<file path="config.mk">
export PLATFORM = sky130hd
export DESIGN_NAME = text_buffer_ctrl_flat
export DESIGN_NICKNAME = d
export VERILOG_FILES = /design/src/rtl/text_buffer_ctrl_if.sv /design/src/rtl/text_buffer_ctrl.sv /design/src/flat_wrapper.sv
export SDC_FILE = /design/constraint.sdc
export NUM_CORES = 1
export LEC_CHECK = 0
export CORE_MARGIN = 2
export CORE_UTILIZATION = 54
export CTS_CLUSTER_SIZE = 20
export DETAILED_ROUTE_END_ITERATION = 6
export PLACE_DENSITY = 0.82
export SETUP_SLACK_MARGIN = 0.4
export SYNTH_ARGS = -nofsm -noshare
export SYNTH_HDL_FRONTEND = slang
export SYNTH_SLANG_ARGS = --single-unit
</file>
<file path="constraint.sdc">
create_clock -name clk -period 2.32 [get_ports clk]
set_input_delay 0.232 -clock clk [delete_from_list [all_inputs] [get_ports clk]]
set_output_delay 0.232 -clock clk [all_outputs]
set_load 0.01 [all_outputs]
</file>
<file path="src/rtl/text_buffer_ctrl_if.sv">
// Bus between the UART byte source / RAM write port and the text buffer sequencer.
interface text_buffer_ctrl_if #(
    parameter int ROW_W = 2,
    parameter int COL_W = 5
);
    logic [7:0]       rx_data;
    logic             rx_valid;
    logic             clear_req;
    logic             ram_we;
    logic [ROW_W-1:0] ram_row;
    logic [COL_W-1:0] ram_col;
    logic [7:0]       ram_wdata;
    logic [ROW_W-1:0] cur_row;
    logic [COL_W-1:0] cur_col;
    logic             busy;
    logic [7:0]       drop_cnt;

    // Byte source / observer side
    modport master (
        output rx_data, rx_valid, clear_req,
        input  ram_we, ram_row, ram_col, ram_wdata, cur_row, cur_col, busy, drop_cnt
    );

    // Sequencer side
    modport slave (
        input  rx_data, rx_valid, clear_req,
        output ram_we, ram_row, ram_col, ram_wdata, cur_row, cur_col, busy, drop_cnt
    );
endinterface

</file>
<file path="src/rtl/text_buffer_ctrl.sv">
// Write-side sequencer for the character RAM of the VGA text renderer.
// Decodes received bytes into cursor moves and RAM writes, and runs a
// full-screen blank sweep on request with a one-entry pending byte slot.
module text_buffer_ctrl #(
    parameter int         COLS  = 32,
    parameter int         ROWS  = 4,
    parameter int         COL_W = 5,
    parameter int         ROW_W = 2,
    parameter logic [7:0] BLANK = 8'h20
) (
    input  logic                clk,
    input  logic                reset,
    text_buffer_ctrl_if.slave   bus
);
    localparam int IDX_W = COL_W + ROW_W;
    localparam logic [IDX_W-1:0] IDX_LAST = IDX_W'(COLS * ROWS - 1);

    localparam logic [0:0] S_IDLE  = 1'b0;
    localparam logic [0:0] S_CLEAR = 1'b1;

    // Cursor and write address are kept as {row, col}; with power-of-two
    // dimensions a plain increment/decrement gives the raster wrap rules.
    logic [0:0]       r_state;
    logic [IDX_W-1:0] r_idx;
    logic [IDX_W-1:0] r_pos;
    logic             r_pend_v;
    logic [7:0]       r_pend_d;
    logic [7:0]       r_drop;
    logic             r_we;
    logic [IDX_W-1:0] r_wpos;
    logic [7:0]       r_wdata;
    logic             r_busy;

    logic             w_idle;
    logic             w_consume;
    logic             w_rx_to_slot;
    logic             w_dec_vld;
    logic [7:0]       w_dec_byte;
    logic             w_dec_we;
    logic [IDX_W-1:0] w_dec_wpos;
    logic [7:0]       w_dec_data;
    logic [IDX_W-1:0] w_dec_next;
    logic             w_dec_ff;
    logic             w_go_clear;
    logic [ROW_W-1:0] w_row_inc;

    assign w_idle       = (r_state == S_IDLE);
    // clear_req wins over both the pending byte and a new byte in IDLE
    assign w_consume    = w_idle && !bus.clear_req && r_pend_v;
    assign w_rx_to_slot = bus.rx_valid && (!w_idle || bus.clear_req || r_pend_v);
    assign w_dec_vld    = w_idle && !bus.clear_req && (r_pend_v || bus.rx_valid);
    assign w_dec_byte   = r_pend_v ? r_pend_d : bus.rx_data;
    assign w_row_inc    = r_pos[COL_W +: ROW_W] + ROW_W'(1);
    assign w_go_clear   = w_idle && (bus.clear_req || w_dec_ff);

    // Byte decode: write request and next cursor for the byte taken this cycle
    always_comb begin
        w_dec_we   = 1'b0;
        w_dec_wpos = r_pos;
        w_dec_data = w_dec_byte;
        w_dec_next = r_pos;
        w_dec_ff   = 1'b0;
        if (w_dec_vld) begin
            if (w_dec_byte >= 8'h20 && w_dec_byte <= 8'h7E) begin
                w_dec_we   = 1'b1;
                w_dec_next = r_pos + IDX_W'(1);
            end else if (w_dec_byte == 8'h0D) begin
                w_dec_next[COL_W-1:0] = '0;
            end else if (w_dec_byte == 8'h0A) begin
                w_dec_next = {w_row_inc, {COL_W{1'b0}}};
            end else if (w_dec_byte == 8'h08) begin
                if (r_pos != '0) begin
                    w_dec_next = r_pos - IDX_W'(1);
                    w_dec_we   = 1'b1;
                    w_dec_wpos = r_pos - IDX_W'(1);
                    w_dec_data = BLANK;
                end
            end else if (w_dec_byte == 8'h0C) begin
                w_dec_ff = 1'b1;
            end
        end
    end

    // FSM, cursor and registered RAM write port
    always_ff @(posedge clk or posedge reset) begin
        if (reset) begin
            r_state <= S_IDLE;
            r_idx   <= '0;
            r_pos   <= '0;
            r_we    <= 1'b0;
            r_wpos  <= '0;
            r_wdata <= '0;
            r_busy  <= 1'b0;
        end else begin
            r_we   <= 1'b0;
            r_busy <= !w_idle || w_go_clear;
            if (!w_idle) begin
                r_we    <= 1'b1;
                r_wpos  <= r_idx;
                r_wdata <= BLANK;
                r_idx   <= r_idx + IDX_W'(1);
                if (r_idx == IDX_LAST) begin
                    r_state <= S_IDLE;
                    r_pos   <= '0;
                end
            end else if (w_go_clear) begin
                // The first blank write is issued on entry so busy and the
                // sweep writes cover the same COLS*ROWS cycles.
                r_state <= S_CLEAR;
                r_we    <= 1'b1;
                r_wpos  <= '0;
                r_wdata <= BLANK;
                r_idx   <= IDX_W'(1);
            end else if (w_dec_vld) begin
                r_we    <= w_dec_we;
                r_wpos  <= w_dec_wpos;
                r_wdata <= w_dec_data;
                r_pos   <= w_dec_next;
            end
        end
    end

    // Pending slot fill/drain and saturating drop counter
    always_ff @(posedge clk or posedge reset) begin
        if (reset) begin
            r_pend_v <= 1'b0;
            r_pend_d <= '0;
            r_drop   <= '0;
        end else begin
            if (w_rx_to_slot) begin
                if (!r_pend_v || w_consume) begin
                    r_pend_v <= 1'b1;
                    r_pend_d <= bus.rx_data;
                end else if (r_drop != 8'hFF) begin
                    r_drop <= r_drop + 8'd1;
                end
            end else if (w_consume) begin
                r_pend_v <= 1'b0;
            end
        end
    end

    assign bus.ram_we    = r_we;
    assign bus.ram_row   = r_wpos[COL_W +: ROW_W];
    assign bus.ram_col   = r_wpos[COL_W-1:0];
    assign bus.ram_wdata = r_wdata;
    assign bus.cur_row   = r_pos[COL_W +: ROW_W];
    assign bus.cur_col   = r_pos[COL_W-1:0];
    assign bus.busy      = r_busy;
    assign bus.drop_cnt  = r_drop;
endmodule

</file>
<file path="src/flat_wrapper.sv">
// flat-port wrapper written by rule: the top's interface ports become plain ports
module text_buffer_ctrl_flat 
#(
    parameter int         COLS  = 32,
    parameter int         ROWS  = 4,
    parameter int         COL_W = 5,
    parameter int         ROW_W = 2,
    parameter logic [7:0] BLANK = 8'h20
)
  (clk, reset, bus_rx_data, bus_rx_valid, bus_clear_req, bus_ram_we, bus_ram_row, bus_ram_col, bus_ram_wdata, bus_cur_row, bus_cur_col, bus_busy, bus_drop_cnt);
  text_buffer_ctrl_if #(.ROW_W(ROW_W), .COL_W(COL_W)) bus_i ();
  input  logic clk;
  input  logic reset;
  input wire logic [$bits(bus_i.rx_data)-1:0] bus_rx_data;
  input wire logic [$bits(bus_i.rx_valid)-1:0] bus_rx_valid;
  input wire logic [$bits(bus_i.clear_req)-1:0] bus_clear_req;
  output wire logic [$bits(bus_i.ram_we)-1:0] bus_ram_we;
  output wire logic [$bits(bus_i.ram_row)-1:0] bus_ram_row;
  output wire logic [$bits(bus_i.ram_col)-1:0] bus_ram_col;
  output wire logic [$bits(bus_i.ram_wdata)-1:0] bus_ram_wdata;
  output wire logic [$bits(bus_i.cur_row)-1:0] bus_cur_row;
  output wire logic [$bits(bus_i.cur_col)-1:0] bus_cur_col;
  output wire logic [$bits(bus_i.busy)-1:0] bus_busy;
  output wire logic [$bits(bus_i.drop_cnt)-1:0] bus_drop_cnt;
  assign bus_i.rx_data = bus_rx_data;
  assign bus_i.rx_valid = bus_rx_valid;
  assign bus_i.clear_req = bus_clear_req;
  assign bus_ram_we = bus_i.ram_we;
  assign bus_ram_row = bus_i.ram_row;
  assign bus_ram_col = bus_i.ram_col;
  assign bus_ram_wdata = bus_i.ram_wdata;
  assign bus_cur_row = bus_i.cur_row;
  assign bus_cur_col = bus_i.cur_col;
  assign bus_busy = bus_i.busy;
  assign bus_drop_cnt = bus_i.drop_cnt;
  text_buffer_ctrl #(.COLS(COLS), .ROWS(ROWS), .COL_W(COL_W), .ROW_W(ROW_W), .BLANK(BLANK)) u_core (.clk(clk), .reset(reset), .bus(bus_i));
endmodule
</file>
==> results.yml <==
die:
  core_area_mm2: 0.00511
  start_util: 0.556
  std_cell_rows: 26
  ios: 44
  die_y_um: 76.5
  dieWidth_um: 76.5
  die-area_mm2: 0.00586
power:
  ir_drop_uv: 477
  power.density_mw_per_mm2: 831
  power.total_w: 0.00359
  power_leakage_nw: 1.72
global_routing:
  use_met2: 0.502
  antenna_found_initial: 0
  grt-ovfl-total: 0
  grt_pass1_vias: 2846
  grtUsageTotal: 0.310
  grt_max_degree: 24
  busiest_layer: "met2"
  use_met3: 0.0581
  use_met1: 0.406
  grt_pass1_wl_um: 14300
timing:
  rsz0062_at_grt: "yes"
  period_share: 1.01
  report.final.slew_viol_count: 0
  skew_ns: 0.0105
  holdWs_ns: 0.252
  fin_crit_ns: 2.34
  setup_viol: 1
  clock.fmax_mhz: 428
  hold_viol: 0
  setup_total_negative_slack_ns: -0.0159
  relSlewSlack: 0.642
  tightest_slew_ns: 0.534
  fin_ws_ns: -0.0159
run_status:
  status: "finished, violations left"
  violations: "setup timing"
synth:
  synth_top_family_by_area: "simple AND/OR/NAND/NOR gates"
  syn-cell-area_mm2: 0.00284
  synth-compound-area-share: 0.178
  synth_top_cells_by_area: "dfrtp_1 43%, mux2_2 4.0%, nand2_1 4.0%"
  yosys.area.top_type_share: 0.432
  synthAdderAreaFrac: 0.0255
  syn_nets: 313
  synth_edf_count: 0
  yosysMostFrequentCell: "dfrtp_1"
  synth_xor_area_frac: 0.0339
  ys_warn_count: 0
  ys_seq_area_frac: 0.432
  postSynthAreaPerCell_um2: 9.60
  ys_ff_latch: 49
  synthCells: 296
  postSynth.asyncResetShare: 1.00
  synth_flop_cell: "dfrtp_1"
  yosys.area_share.simple: 0.232
  ys_types: 61
  yosys-mux-area-fraction: 0.0643
  yosysTopAreaCell: "dfrtp_1"
  synthTopCellsByCount: "49 x dfrtp_1, 30 x nand2_1, 21 x nor2_1"
worst_setup_path:
  worst_ep_arrival_time_ns: 2.55
  path_class: "reg -> reg"
  cp-start-kind: "register"
  cp-end-kind: "register"
  path_max_fanout: 7
  cp_data_required_time_ns: 2.53
clock_tree:
  h-tree-depth: 2
  clock_sinks: 49
  cts-root-buf: "clkbuf_8"
  clock_path_buffers: 2
  cts_buffers: 5
  clk_pin_slew_worst_paths_ns: 0.10
  clk_latency_ns: 0.31
  tritoncts: "done"
finish:
  syn2layout_area_growth_pct: 51.9
  n_antenna_cell: 0
  final_core_utilization: 0.845
  fin_nets: 406
  drive_above_1_share: 0.377
route:
  drcViolationCount: 0
  dr_total_vias: 3089
  firstDrtPassIters: 6
  drtIter0Drc: 416
  wl_um: 10500
  ant_nets: 0
  via_per_inst: 6.72
  wl_per_cell_um: 22.9
place:
  hpwlAfterDp_um: 5690
  pre_cts_ws_ns: 0.00328
  gp_congestion: 0.925
  io_buffers: 43
min_path:
  hold_path.class: "in -> async"
run:
  max_cap_viol_count: 0
## cell type report
| class | count | area (um^2) |
|---|---|---|
| inverter | 10 | 40.0 |
| clock buffer | 6 | 72.6 |
| tap | 70 | 87.6 |
| multi-input combinational | 225 | 1940 |
| fill | 265 | 791 |
| clock inverter | 2 | 15.0 |
| timing repair buffer | 98 | 937 |
| sequential | 49 | 1230 |
## worst max-delay path: stages, from the launching register on
cell and delay (ns):
dfrtp_2 0.46, buf_12 0.16, buf_12 0.13, nor3b_4 0.26
o22ai_4 0.16, buf_4 0.18, nor2_4 0.15, nand2_4 0.10
a2111o_1 0.43, mux2i_1 0.20
## routing by layer
metal	up-vias	share of wire	wire length, um
li1	1283	-	-
met1	1479	0.38	3980
met2	257	0.47	4910
met3	70	0.096	1010
met4	0	0.058	615
met5	-	0	0
## final timing paths
kind / start / slack, ns / depth (start not counted) / end
min in group clk: u_core.bus.ram_wdata[4]$_DFFE_PP0P_ / 0.51 / 2 / u_core.bus.ram_wdata[4]$_DFFE_PP0P_
worst max-delay path: u_core.r_pend_v$_DFFE_PP0P_ / -0.02 / 9 / u_core.r_pos[0]$_DFFE_PP0P_
worst max register to register: u_core.r_pend_v$_DFFE_PP0P_ / -0.02 / 9 / u_core.r_pos[0]$_DFFE_PP0P_
max in group asynchronous: reset / 1.46 / 3 / u_core.r_pend_v$_DFFE_PP0P_
worst min register to register: u_core.bus.ram_wdata[4]$_DFFE_PP0P_ / 0.51 / 2 / u_core.bus.ram_wdata[4]$_DFFE_PP0P_
worst min-delay path: reset / 0.25 / 2 / u_core.bus.drop_cnt[5]$_DFFE_PP0P_
## cell usage in the layout (no fill, tap or decap), types with 8 or more instances in the layout
master and n:
a21oi_1 8, nor2_1 18, mux2_2 9, inv_1 8
clkdlybuf4s50_1 43, buf_4 39, nand2_1 25, dfrtp_1 48
buf_6 13, nand3_1 12
## sequential cells by signal, indices dropped and copies added, names as in the netlist
name                  count
u_core.bus.ram_we         1
u_core.bus.drop_cnt       8
u_core.r_wpos             7
u_core.r_state            1
u_core.r_pos              7
u_core.r_pend_v           1
u_core.bus.ram_wdata      8
u_core.r_idx              7
u_core.bus.busy           1
u_core.r_pend_d           8
## repair_timing
action                                  in CTS  in global routing
pin swaps                                   21                 23
gates cloned                                 1                  0
buffers inserted                            13                  7
hold buffers                                 0                  0
resized for setup                           46                 62
endpoints found under the setup margin      34                 31
## power by group
part	leakage [nW]	switching [W]	internal [W]
clock	0.0374	0.000297	0.000213
sequential	0.592	0.000380	0.00111
combinational	1.09	0.000759	0.000831
## cells by family (layout without fill, tap and decap cells)
group | after synthesis | count (layout)
simple gates | 121 | 121
compound gates | 70 | 70
xor+xnor | 11 | 11
flops | 49 | 49
fa+ha+maj | 6 | 6
buf+inv | 22 | 116
mux | 17 | 17
## through the flow
stage          cell area, um^2  cells
5_1_grt                   4320    460
2_1_floorplan             2870    296
3_3_place_gp              3580    431
4_1_cts                   3990    453
3_5_place_dp              3580    431
6_report                  4320    460
(Power assumes the default switching activity.)
